**config.mk**
```make
export PLATFORM = sky130hd
export DESIGN_NAME = imem_loader
export DESIGN_NICKNAME = d
export VERILOG_FILES = /design/src/rtl/imem_loader.sv
export SDC_FILE = /design/constraint.sdc
export NUM_CORES = 1
export LEC_CHECK = 0
export BUFFER_PORTS_ARGS = -buffer_cell sky130_fd_sc_hd__buf_2
export CAP_MARGIN = 0
export CELL_PAD_IN_SITES_DETAIL_PLACEMENT = 0
export CELL_PAD_IN_SITES_GLOBAL_PLACEMENT = 1
export CORE_MARGIN = 4
export CORE_UTILIZATION = 40
export DETAILED_ROUTE_END_ITERATION = 12
export HOLD_SLACK_MARGIN = 0.12
export PLACE_DENSITY_LB_ADDON = 0.1
export SLEW_MARGIN = 20
export SYNTH_ARGS = -nofsm -noshare
export SYNTH_HDL_FRONTEND = slang
export SYNTH_SLANG_ARGS = --single-unit
```
**constraint.sdc**
```tcl
create_clock -name clk -period 4.2 [get_ports clk]
set_clock_uncertainty 0.15 [all_clocks]
set_input_delay 0.21 -clock clk [delete_from_list [all_inputs] [get_ports clk]]
set_output_delay 0.21 -clock clk [all_outputs]
set_load 0.1 [all_outputs]
```
**src/rtl/imem_loader.sv**
```systemverilog
// imem_loader: streams a length-prefixed, big-endian byte image into
// instruction memory one 32-bit word per write, and holds the CPU in
// reset until the whole image has landed.
module imem_loader #(
   parameter logic [31:0] BASE_ADDR   = 32'h0000_0000,
   parameter int unsigned MAX_WORDS   = 1024,
   parameter int unsigned COUNT_WIDTH = 16
) (
   input  logic                   clk,
   input  logic                   reset,
   input  logic                   start,
   input  logic [7:0]             byte_in,
   input  logic                   byte_valid,
   output logic                   byte_ready,
   output logic                   mem_we,
   output logic [31:0]            mem_addr,
   output logic [31:0]            mem_data,
   output logic                   busy,
   output logic                   done,
   output logic                   error,
   output logic                   cpu_hold,
   output logic [COUNT_WIDTH-1:0] words_loaded
);

   typedef enum logic [2:0] {
      S_IDLE,
      S_HEADER,
      S_LOAD,
      S_DONE,
      S_ERROR
   } state_t;

   state_t                 state_q, state_d;
   logic [1:0]             idx_q;      // byte position within header/word
   logic [7:0]             hdr_msb_q;  // first header byte
   logic [COUNT_WIDTH-1:0] count_q;    // words promised by the header
   logic [COUNT_WIDTH-1:0] words_q;    // words already written
   logic [23:0]            shift_q;    // earlier bytes of the word in flight
   logic [31:0]            data_q;     // word presented to memory
   logic [31:0]            addr_q;
   logic                   we_q;

   logic        accept;
   logic        restart;
   logic        last_wr;
   logic [15:0] hdr_word;

   assign accept   = byte_valid && byte_ready;
   assign restart  = start && (state_q == S_IDLE || state_q == S_DONE || state_q == S_ERROR);
   assign hdr_word = {hdr_msb_q, byte_in};
   // The write of the final word closes the load; no byte may be taken then.
   assign last_wr  = (state_q == S_LOAD) && we_q && ((words_q + COUNT_WIDTH'(1)) == count_q);

   // State register
   always_ff @(posedge clk) begin
      if (reset) state_q <= S_IDLE;
      else       state_q <= state_d;
   end

   // Next-state and status outputs
   always_comb begin
      state_d    = state_q;
      byte_ready = 1'b0;
      busy       = 1'b0;
      done       = 1'b0;
      error      = 1'b0;
      cpu_hold   = 1'b1;
      case (state_q)
         S_IDLE: begin
            if (start) state_d = S_HEADER;
         end
         S_HEADER: begin
            byte_ready = 1'b1;
            busy       = 1'b1;
            if (accept && idx_q[0]) begin
               if (hdr_word == 16'd0)                   state_d = S_DONE;
               else if ({16'd0, hdr_word} > MAX_WORDS)  state_d = S_ERROR;
               else                                     state_d = S_LOAD;
            end
         end
         S_LOAD: begin
            busy       = 1'b1;
            byte_ready = !last_wr;
            if (last_wr) state_d = S_DONE;
         end
         S_DONE: begin
            done     = 1'b1;
            cpu_hold = 1'b0;
            if (start) state_d = S_HEADER;
         end
         S_ERROR: begin
            error = 1'b1;
            if (start) state_d = S_HEADER;
         end
         default: state_d = S_IDLE;
      endcase
   end

   // Header capture, word assembly and write/address bookkeeping
   always_ff @(posedge clk) begin
      if (reset) begin
         idx_q     <= 2'd0;
         hdr_msb_q <= 8'd0;
         count_q   <= '0;
         words_q   <= '0;
         shift_q   <= 24'd0;
         data_q    <= 32'd0;
         addr_q    <= BASE_ADDR;
         we_q      <= 1'b0;
      end else begin
         we_q <= 1'b0;
         if (restart) begin
            idx_q   <= 2'd0;
            words_q <= '0;
            addr_q  <= BASE_ADDR;
         end
         if (state_q == S_HEADER && accept) begin
            if (!idx_q[0]) begin
               hdr_msb_q <= byte_in;
               idx_q     <= 2'd1;
            end else begin
               count_q <= COUNT_WIDTH'(hdr_word);
               idx_q   <= 2'd0;
            end
         end
         if (state_q == S_LOAD) begin
            // Retire the word written this cycle.
            if (we_q) begin
               addr_q  <= addr_q + 32'd4;
               words_q <= words_q + COUNT_WIDTH'(1);
            end
            // data_q is loaded only on a word's 4th byte, so a byte taken
            // during a write cycle starts the next word without disturbing it.
            if (accept) begin
               shift_q <= {shift_q[15:0], byte_in};
               if (idx_q == 2'd3) begin
                  data_q <= {shift_q, byte_in};
                  we_q   <= 1'b1;
                  idx_q  <= 2'd0;
               end else begin
                  idx_q <= idx_q + 2'd1;
               end
            end
         end
      end
   end

   assign mem_we       = we_q;
   assign mem_addr     = addr_q;
   assign mem_data     = data_q;
   assign words_loaded = words_q;

endmodule

```
# Yosys cells after proc, flatten, opt, wreduce, memory -nomap -nowiden
# Index checks and enable logic that the tools add are counted.
# classes
addsub	3
magnitude_cmp	1
eq_ne	9
muxes	24
bitwise_logic	3
reduce_logical	19
# ops
operator	n
32-bit 2-to-1 mux	3
16-bit 2-to-1 mux	3
32-bit by 3-bit adder with 32-bit output, second input constant	1
16-bit by 1-bit adder with 16-bit output, second input constant	1
16-bit == test	1
16-bit by 11-bit > comparator with 1-bit output, second input constant	1
16-bit zero test	1
3-bit 2-to-1 mux	5
2-bit 2-to-1 mux	5
3-bit case mux with 3 select lines	1
3-bit by 2-bit == test with 1-bit output, second input constant	2
1-bit logical AND	6
1-bit 2-to-1 mux	6
2-bit AND reduction	3
3-bit AND reduction	2
3-bit OR reduction	2
2-bit != test, second input constant	2
3-bit by 1-bit == test with 1-bit output, second input constant	1
3-bit == test, second input constant	1
3-bit zero test	1
1-bit inverter	3
2-bit by 1-bit adder with 2-bit output, second input constant	1
2-bit == test, second input constant	1
1-bit logical OR	2
4 further kinds	4
# word_totals
ff_bits	134
input_bits	12
out_inout_bits	86
word_cells	68

# Logic depth before layout (Yosys ltp)
# Gate-level depths: netlist (run 1).
# logic_depth
word_depth	10
ltp_mapped	12
depth_no_buf	8

# Worst setup path after synthesis (run 1)
# OpenSTA, ideal clock, no wires.
# synth_path
path_type	flip-flop to output port
start	reg words_q[3] (netlist: words_loaded[3])
end	out byte_ready
arrival_ns	4.499
required_ns	3.840
setup_slack_ns	-0.659
path_stages_with_launch	11
path_buffers	3
path_cell_list	dfxtp_1 > buf_2 > nand4_4 > or4_1 > clkbuf_1 > xor2_1 > a2111oi_4 > nand4_1 > clkbuf_1 > nand2_1 > a21oi_1
# synth_via
elab_chain_cells	5
# synth_rtl
item	line	rtl
start, declared	37	logic [COUNT_WIDTH-1:0] words_q;
start signal, assigned	130	words_q <= words_q + COUNT_WIDTH'(1);
16-bit by 1-bit adder with 16-bit output	52	assign last_wr = (state_q == S_LOAD) && we_q && ((words_q + COUNT_WIDTH'(1)) == count_q);
16-bit == test	52	
1-bit logical AND	52	
1-bit zero test	83	byte_ready = !last_wr;
1-bit case mux with 2 select lines	68	case (state_q)
end, declared	14	output logic byte_ready,
# Every way passes these cells.

# Worst setup path after layout (run 1)
# layout_path
start	reg words_q[5] (netlist: words_loaded[5])
end	out byte_ready
# The elaborated chain is that of the path after synthesis.

==> results_dict.tcl, run 1 <==
set metrics [dict create \
    outcome "completed" \
    fin_crit_sh_pct 87.5 \
    drc 0 \
    place_congestion 0.863 \
    port_buffers 97 \
    grt_pass1_vias 5110 \
    areaGrowthSynthToFinish_pct 19.9 \
    leakage_uw 0.00266 \
    clk_latency_ns 0.41 \
    power_density_nw_per_um2 390 \
    hold_violations 0 \
    finalMaxSlewViolations 0 \
    clock_sinks 134 \
    crit_fanout 11 \
    hold_class "reg2reg" \
    grt_usage_pct 19.6 \
    max-slew-margin-rel_pct 26.3 \
    ys_ff_latch 134 \
    start_kind "flop" \
    yosysMostFrequentCell "dfxtp_1" \
    synthArstFlopShare_pct 0 \
    dpl_worst_slack_ns 0.753 \
    arrival_ns 3.31 \
    core_area_um2 14600 \
    worst_slew_pin_slew_ns 1.10 \
    rr_worst_depth 8 \
    ant_nets 0 \
    wl_per_cell_um 16.3 \
    synth_top_area_share_pct 44.4 \
    syn_area_um2 6040 \
    gr-total-overflow 0 \
    clockRootBuffer "clkbuf_16" \
    post_cts_buffers 0 \
    synthFlopType "dfxtp_1" \
    grt_pass1_wl_mm 26.7 \
    cts_tree "yes" \
    num_vias 5556 \
    cts_buffers 17 \
    cts.clk_slew.worst_paths_ns 0.05 \
    dr.first_iter.drc_count 334 \
    cts_max_path_buffers 2 \
    grt_setup_unrepaired "no" \
    ys_warn_count 0 \
    grt_max_degree 94 \
    io_pins 98 \
    antenna_found_initial 0 \
    syn_inst 736 \
    hold_depth 2 \
    crit_required_ns 3.84 \
    utilization_pct 49.4 \
    layout.nets 824 \
    synth_commonest_cells "dfxtp_1, a21oi_1, nand2_1" \
    first_pass_iters 5 \
    crit_type "reg2out" \
    synthTopCellsByArea "dfxtp_1, a21oi_1, nand4_1" \
    setup_violations 0 \
    drive_gt1_share_pct 16.6 \
    max_freq_mhz 272 \
    antennaDiodeCount 0 \
    start_util_pct 41.2 \
    synth_area_per_cell_um2 8.20 \
    yosys.area.top_type "dfxtp_1" \
    ys_seq_area_share_pct 44.4 \
    synth_edf_count 0 \
    htreeDepth 4 \
    ys_types 46 \
    routed_wl_mm 16.3 \
    synth_nets 751 \
    num_rows 44 \
    layout_setup_ws_ns 0.526 \
    period_needed_ns 3.67 \
    dieArea_um2 17100 \
    cp-end-kind "primary output" \
    die_y_um 131 \
    tns_ns 0 \
    die_w_um 131 \
    via_per_inst 5.54 \
    vdd_drop_max_mv 0.278 \
    place_hpwl_mm 10.7 \
    maxCapViolCount 0 \
]
through the flow:
step	hold WS [ns]	instances	area [um2]	power, uW
floorplan	0.196	736	6050	1400
global placement	0.261	964	6590	1440
detailed placement	0.266	964	6590	1440
CTS	0.275	1003	7240	2860
global route	0.292	1003	7240	2930
finish	0.270	1003	7240	2820
per-layer routing:
| layer | global-route usage, % | wire (um) |
|---|---|---|
| met5 | 0 | 0 |
| met4 | 6.11 | 254 |
| met3 | 5.41 | 955 |
| met2 | 28.0 | 7010 |
| met1 | 28.5 | 8100 |
where the power goes:
group,internal [uW],switching (uW),total [uW]
combinational,36.4,95.1,131
sequential,1280,9.36,1290
clock,894,508,1400
area by class of cell:
type	instances	area [um2]
fill	1449	7410
multi-input combinational	530	3090
sequential	134	2680
timing repair buffer	115	646
clock buffer	25	475
tap	184	230
clock inverter	4	72.6
inverter	11	41.3
critical path, cell delays in order, from the launching register on:
cell and delay [ns]:
dfxtp_1 0.43, nand3_1 0.36, or4_1 0.71, and3b_1 0.26, a2111oi_4 0.34, nand4_1 0.23
nand2_1 0.19, a21oi_4 0.07, buf_2 0.31
path summary, 6_finish.rpt:
path / startpoint / to / slack, ns
worst min-delay path: mem_addr[0] / mem_addr[0] / 0.27
worst max register to register: words_loaded[5] / shift_q[4] / 0.71
worst min register to register: mem_addr[0] / mem_addr[0] / 0.27
worst max-delay path: words_loaded[5] / byte_ready / 0.53
what timing repair did:
item | 4_1_cts | 5_1_grt
resized for setup | 0 | 0
setup endpoints to repair | 0 | 0
hold buffers | 10 | 0
endpoints found under the hold margin | 36 | 0
cell usage in the layout, fill, tap and decap left out, types with 6 or more instances in the layout:
master / instances
dfxtp_1: 134
buf_2: 97
a21oi_1: 92
nand2_1: 67
nor2_1: 65
nand4_1: 43
nand3_1: 42
o21ai_0: 35
o31ai_1: 33
xnor2_1: 30
xor2_1: 24
clkbuf_16: 17
nor4_1: 11
nor3_1: 11
inv_1: 10
and3_1: 10
dlygate4sd3_1: 10
mux2i_1: 9
or3_1: 8
buf_4: 8
o21ai_1: 6
clkbuf_1: 6
registers in the layout, summed over array words and instances (netlist names):
| register | count |
|---|---|
| words_loaded | 16 |
| state_q | 3 |
| mem_addr | 32 |
| shift_q | 24 |
| mem_we | 1 |
| count_q | 16 |
| hdr_msb_q | 8 |
| mem_data | 32 |
| idx_q | 2 |
logic make-up after synthesis:
| logic type | after synthesis | share of synthesized area (%) |
|---|---|---|
| flip-flops | 134 | 44.4 |
| buffers and inverters | 72 | 4.91 |
| AO/OA/AOI/OAI | 185 | 17.8 |
| adder cells (fa/ha/maj) | 3 | 0.622 |
| multiplexers | 9 | 1.49 |
| AND/OR/NAND/NOR | 279 | 22.9 |
| XOR/XNOR | 54 | 7.83 |
Note: power is estimated with default switching activity, not from simulation.
==> inputs of run 2 (changes only) <==
CORE_ASPECT_RATIO = 0.9   (was unset)
clock period = 4.15 ns   (was 4.2 ns; I/O delays follow)
==> run 2 against run 1 <==
Against the previous run: critical path depth unchanged; hold slack better by 0.0020 ns; cell area grew 1.3%; utilization grew 0.21 points; cell count up 1.6%; clock power is 13% higher; global-route usage down 0.20 points; via count shrank 0.77%; register-to-register slack worse by 0.03 ns; non-clock buffer count fell by 1; largest power group unchanged.
==> results_dict.tcl, run 2 (synthesis results as in run 1) <==
set metrics [dict create \
    grt_pass1_vias 5188 \
    cts_resized 0 \
    antenna_found_initial 0 \
    worst_slew_pin_slew_ns 1.10 \
    layout.nets 823 \
    io_pins 98 \
    wl_per_cell_um 16.2 \
    layout_commonest_cell "dfxtp_1" \
    cts.clk_slew.worst_paths_ns 0.05 \
    power_density_nw_per_um2 412 \
    mostFrequentLayoutCells "dfxtp_1, buf_2, a21oi_1, nand2_1, nor2_1" \
    num_vias 5513 \
    cts_max_path_buffers 2 \
    vdd_drop_max_mv 0.285 \
    hold_buffers 10 \
    cts_tree "yes" \
    drive_gt1_share_pct 17.1 \
    clock_sinks 134 \
    clockRootBuffer "clkbuf_16" \
    fin_crit_sh_pct 91.4 \
    hold_class "reg2reg" \
    post_cts_buffers 0 \
    num_rows 42 \
    dpl.cell_count 977 \
    place_area_um2 6610 \
    crit_type "reg2out" \
    dr.first_iter.drc_count 449 \
    fillCellCount 1478 \
    leakage_uw 0.00270 \
    grt_max_degree 94 \
    port_buffers 97 \
    outcome "completed" \
    period_needed_ns 3.79 \
    clk_latency_ns 0.42 \
    max_freq_mhz 264 \
    crit_required_ns 3.79 \
    die_w_um 138 \
    stdcell_area_um2 7330 \
    start_util_pct 40.9 \
    drc 0 \
    layout.cells.non_filler 1019 \
    finalMaxSlewViolations 0 \
    maxCapViolCount 0 \
    grt_setup_unrepaired "no" \
    cp-end-kind "primary output" \
    place_congestion 0.828 \
    setup_violations 0 \
    crit_fanout 11 \
    tns_ns 0 \
    utilization_pct 49.6 \
    via_per_inst 5.41 \
    core_area_um2 14800 \
    max-slew-margin-rel_pct 26.6 \
    grt_usage_pct 19.4 \
    dieArea_um2 17100 \
    areaGrowthSynthToFinish_pct 21.4 \
    die_y_um 125 \
    routed_wl_mm 16.5 \
    ant_nets 0 \
    hold_violations 0 \
    start_kind "flop" \
    gr-total-overflow 0 \
    arrival_ns 3.43 \
    power_uw 3020 \
    first_pass_iters 5 \
    cts_buffers 17 \
    grt_pass1_wl_mm 26.9 \
    place_hpwl_mm 10.6 \
    htreeDepth 4 \
    antennaDiodeCount 0 \
]
==> run 2: cell types whose count changed in the layout (fill, tap and decap cells not counted), moves of 2 or more <==
cell       previous run  this run
clkbuf_1              6         4
buf_4                 8         6
bufinv_16             2         4
clkinv_2              1         4
==> run 2: final cells by class <==
class / instances / area (um2) / area share, %
inverter: 11 / 41.3 / 0.563
timing repair buffer: 114 / 651 / 8.88
clock buffer: 23 / 468 / 6.38
tap: 198 / 248 / 3.38
clock inverter: 9 / 149 / 2.03
multi-input combinational: 530 / 3090 / 42.2
sequential: 134 / 2680 / 36.6
==> run 2: final timing paths <==
| path | from | endpoint | slack (ns) | cells after the start |
|---|---|---|---|---|
| max | words_loaded[5] | byte_ready | 0.36 | 8 |
| min | mem_addr[0] | mem_addr[0] | 0.27 | 2 |
| min reg2reg | mem_addr[0] | mem_addr[0] | 0.27 | 2 |
| max reg2reg | words_loaded[5] | shift_q[16] | 0.68 | 8 |
==> run 2: per-layer routing <==
metal | part of all wire [%] | global-route usage, % | routed length, um
met1 | 50 | 28.2 | 8230
met2 | 44 | 28.2 | 7200
met3 | 5.0 | 4.04 | 821
met4 | 1.4 | 6.87 | 236
met5 | 0 | 0 | 0
==> run 2: through the flow <==
stage / hold WS [ns] / setup slack, ns
finish: 0.272 / 0.358
global route: 0.295 / 0.0844
CTS: 0.275 / 0.324
detailed placement: 0.266 / 0.677
global placement: 0.261 / 0.735
floorplan: 0.193 / 0.146
==> run 2: worst max-delay path, stage by stage (launching register included) <==
cell       delay (ns)
dfxtp_1          0.43
nand3_1          0.36
or4_1            0.70
and3b_1          0.25
a2111oi_4        0.33
nand4_1          0.33
nand2_1          0.23
a21oi_4          0.07
buf_2            0.31
==> run 2: where the power goes <==
part           internal [uW]  switching (uW)  leakage [uW]
Sequential              1290            9.23       0.00108
Clock                   1030             550      0.000305
Combinational           35.8            95.9       0.00132
Total                   2360             655       0.00270
==> inputs of run 3 (changes only) <==
PLACE_DENSITY = 0.75   (was unset)
PLACE_DENSITY_LB_ADDON = unset   (was 0.1)
==> run 3 against run 2 <==
Against the previous run: global-route usage is 0.074 points higher; critical path depth did not move; worst setup slack lost 0.044 ns; sequential power hardly changed; hold slack better by 0.00093 ns; cell count barely moved; utilization down 0.36 points; register-to-register slack lost 0.02 ns; non-clock buffer count grew 1; sequential share of layout area increased by 0.27 points; first-iteration DRC count is 7.1% higher; combinational power is essentially flat; critical endpoint unchanged; largest cell class unchanged; largest power group unchanged; highest routed layer unchanged.
==> results_dict.tcl, run 3 (synthesis results as in run 1) <==
set metrics [dict create \
    power_density_nw_per_um2 393 \
    wl_per_cell_um 16.2 \
    first_pass_iters 6 \
    port_buffers 97 \
    tns_ns 0 \
    critPathMaxStageDelay_ns 0.72 \
    finalMaxSlewViolations 0 \
    max_freq_mhz 261 \
    worst_slew_pin_slew_ns 1.05 \
    cts_tree "yes" \
    crit_type "reg2out" \
    crit_family "simple AND/OR/NAND/NOR gates" \
    start_util_pct 40.9 \
    htreeDepth 4 \
    antennaDiodeCount 0 \
    seqPwrFrac_pct 45.6 \
    drive_gt1_share_pct 17.4 \
    path_buf_inv 1 \
    layout.nets 824 \
    clockRootBuffer "clkbuf_16" \
    clk_latency_ns 0.42 \
    grt_usage_pct 19.4 \
    netSwitchingFraction_pct 22.7 \
    cp-end-kind "primary output" \
    num_vias 5580 \
    period_needed_ns 3.84 \
    io_pins 98 \
    antenna_found_initial 0 \
    via_per_inst 5.47 \
    post_cts_buffers 0 \
    routed_wl_mm 16.5 \
    max-slew-margin-rel_pct 29.9 \
    dpl_worst_slack_ns 0.742 \
    cts_buffers 17 \
    combPwrFrac_pct 4.6 \
    die_y_um 125 \
    maxCapViolCount 0 \
    fin_crit_sh_pct 92.4 \
    place_hpwl_mm 10.7 \
    crit_slowest_cell "or4_1" \
    power.share.clock_pct 49.8 \
    hold_class "reg2reg" \
    clock_sinks 134 \
    vdd_drop_max_mv 0.287 \
    die_w_um 138 \
    place_congestion 0.847 \
    ant_nets 0 \
    dieArea_um2 17100 \
    cts_max_path_buffers 2 \
    intPower_uw 2210 \
    grt_pass1_wl_mm 27.2 \
    dr.first_iter.drc_count 481 \
    gr-total-overflow 0 \
    areaGrowthSynthToFinish_pct 20.5 \
    grt_pass1_vias 5329 \
    start_kind "flop" \
    grt_max_degree 94 \
    arrival_ns 3.48 \
    layout_commonest_cell "dfxtp_1" \
    grt_setup_unrepaired "no" \
    layout_setup_ws_ns 0.314 \
    setup_violations 0 \
    cp_cell_sequence "nand3_1 > or4_1 > and3b_1 > a2111oi_4 > nand4_1 > nand2_1 > a21oi_4 > buf_2" \
    mostFrequentLayoutCells "dfxtp_1, buf_2, a21oi_1, nand2_1, nor2_1" \
    stdcell_area_um2 7280 \
    num_rows 42 \
    crit_required_ns 3.79 \
    place_area_um2 6610 \
    drc 0 \
    crit_fanout 11 \
    cts.clk_slew.worst_paths_ns 0.06 \
    leakage_uw 0.00269 \
    hold_violations 0 \
    outcome "completed" \
    p_sw_uw 648 \
    cts_resized 0 \
    utilization_pct 49.3 \
    core_area_um2 14800 \
]
[run 3: timing repair]
item	4_1_cts	5_1_grt
hold buffers	10	0
setup endpoints to repair	0	0
endpoints found under the hold margin	37	0
[run 3: metrics by stage]
step	power (uW)	std cells	hold WS [ns]
2_1_floorplan	1420	736	0.193
3_3_place_gp	1450	978	0.261
3_5_place_dp	1450	978	0.265
4_1_cts	2890	1020	0.274
5_1_grt	2960	1020	0.286
6_report	2860	1020	0.273
[run 3: power groups by stage]
stage | Clock (uW) | Combinational [uW] | Sequential (uW)
after floorplan | 0 | 90.6 | 1330
after global placement | 0 | 122 | 1330
after detailed placement | 0 | 123 | 1330
after CTS | 1460 | 131 | 1300
after global routing | 1510 | 144 | 1300
final | 1420 | 131 | 1300
[run 3: metal layers]
layer | vias up | global-route usage [%] | wire length [um]
li1 | 2773 | - | -
met1 | 2645 | 27.3 | 8080
met2 | 141 | 28.9 | 7340
met3 | 21 | 4.73 | 763
met4 | 0 | 6.87 | 301
met5 | - | 0 | 0
[run 3: worst register-to-register path: cells and delay by family (launching register included)]
kind	cells	cell delay (ns)
buffers and inverters	1	0.43
flip-flops	1	0.43
AND/OR/NAND/NOR	5	1.90
AO/OA/AOI/OAI	2	0.41
[run 3: worst paths after layout]
kind / start / to / slack (ns) / cells past startpoint
worst max-delay path: words_loaded[4] / byte_ready / 0.31 / 8
worst min-delay path: mem_addr[1] / mem_addr[1] / 0.27 / 2
worst max register to register: words_loaded[4] / mem_data[24] / 0.66 / 8
worst min register to register: mem_addr[1] / mem_addr[1] / 0.27 / 2
[run 3: layout make-up]
type	instances	area [um2]
Timing Repair Buffer	115	646
Tap cell	198	248
Fill cell	1431	7490
Multi-Input combinational cell	530	3100
Inverter	11	41.3
Sequential cell	134	2680
Clock inverter	9	75.1
Clock buffer	23	488
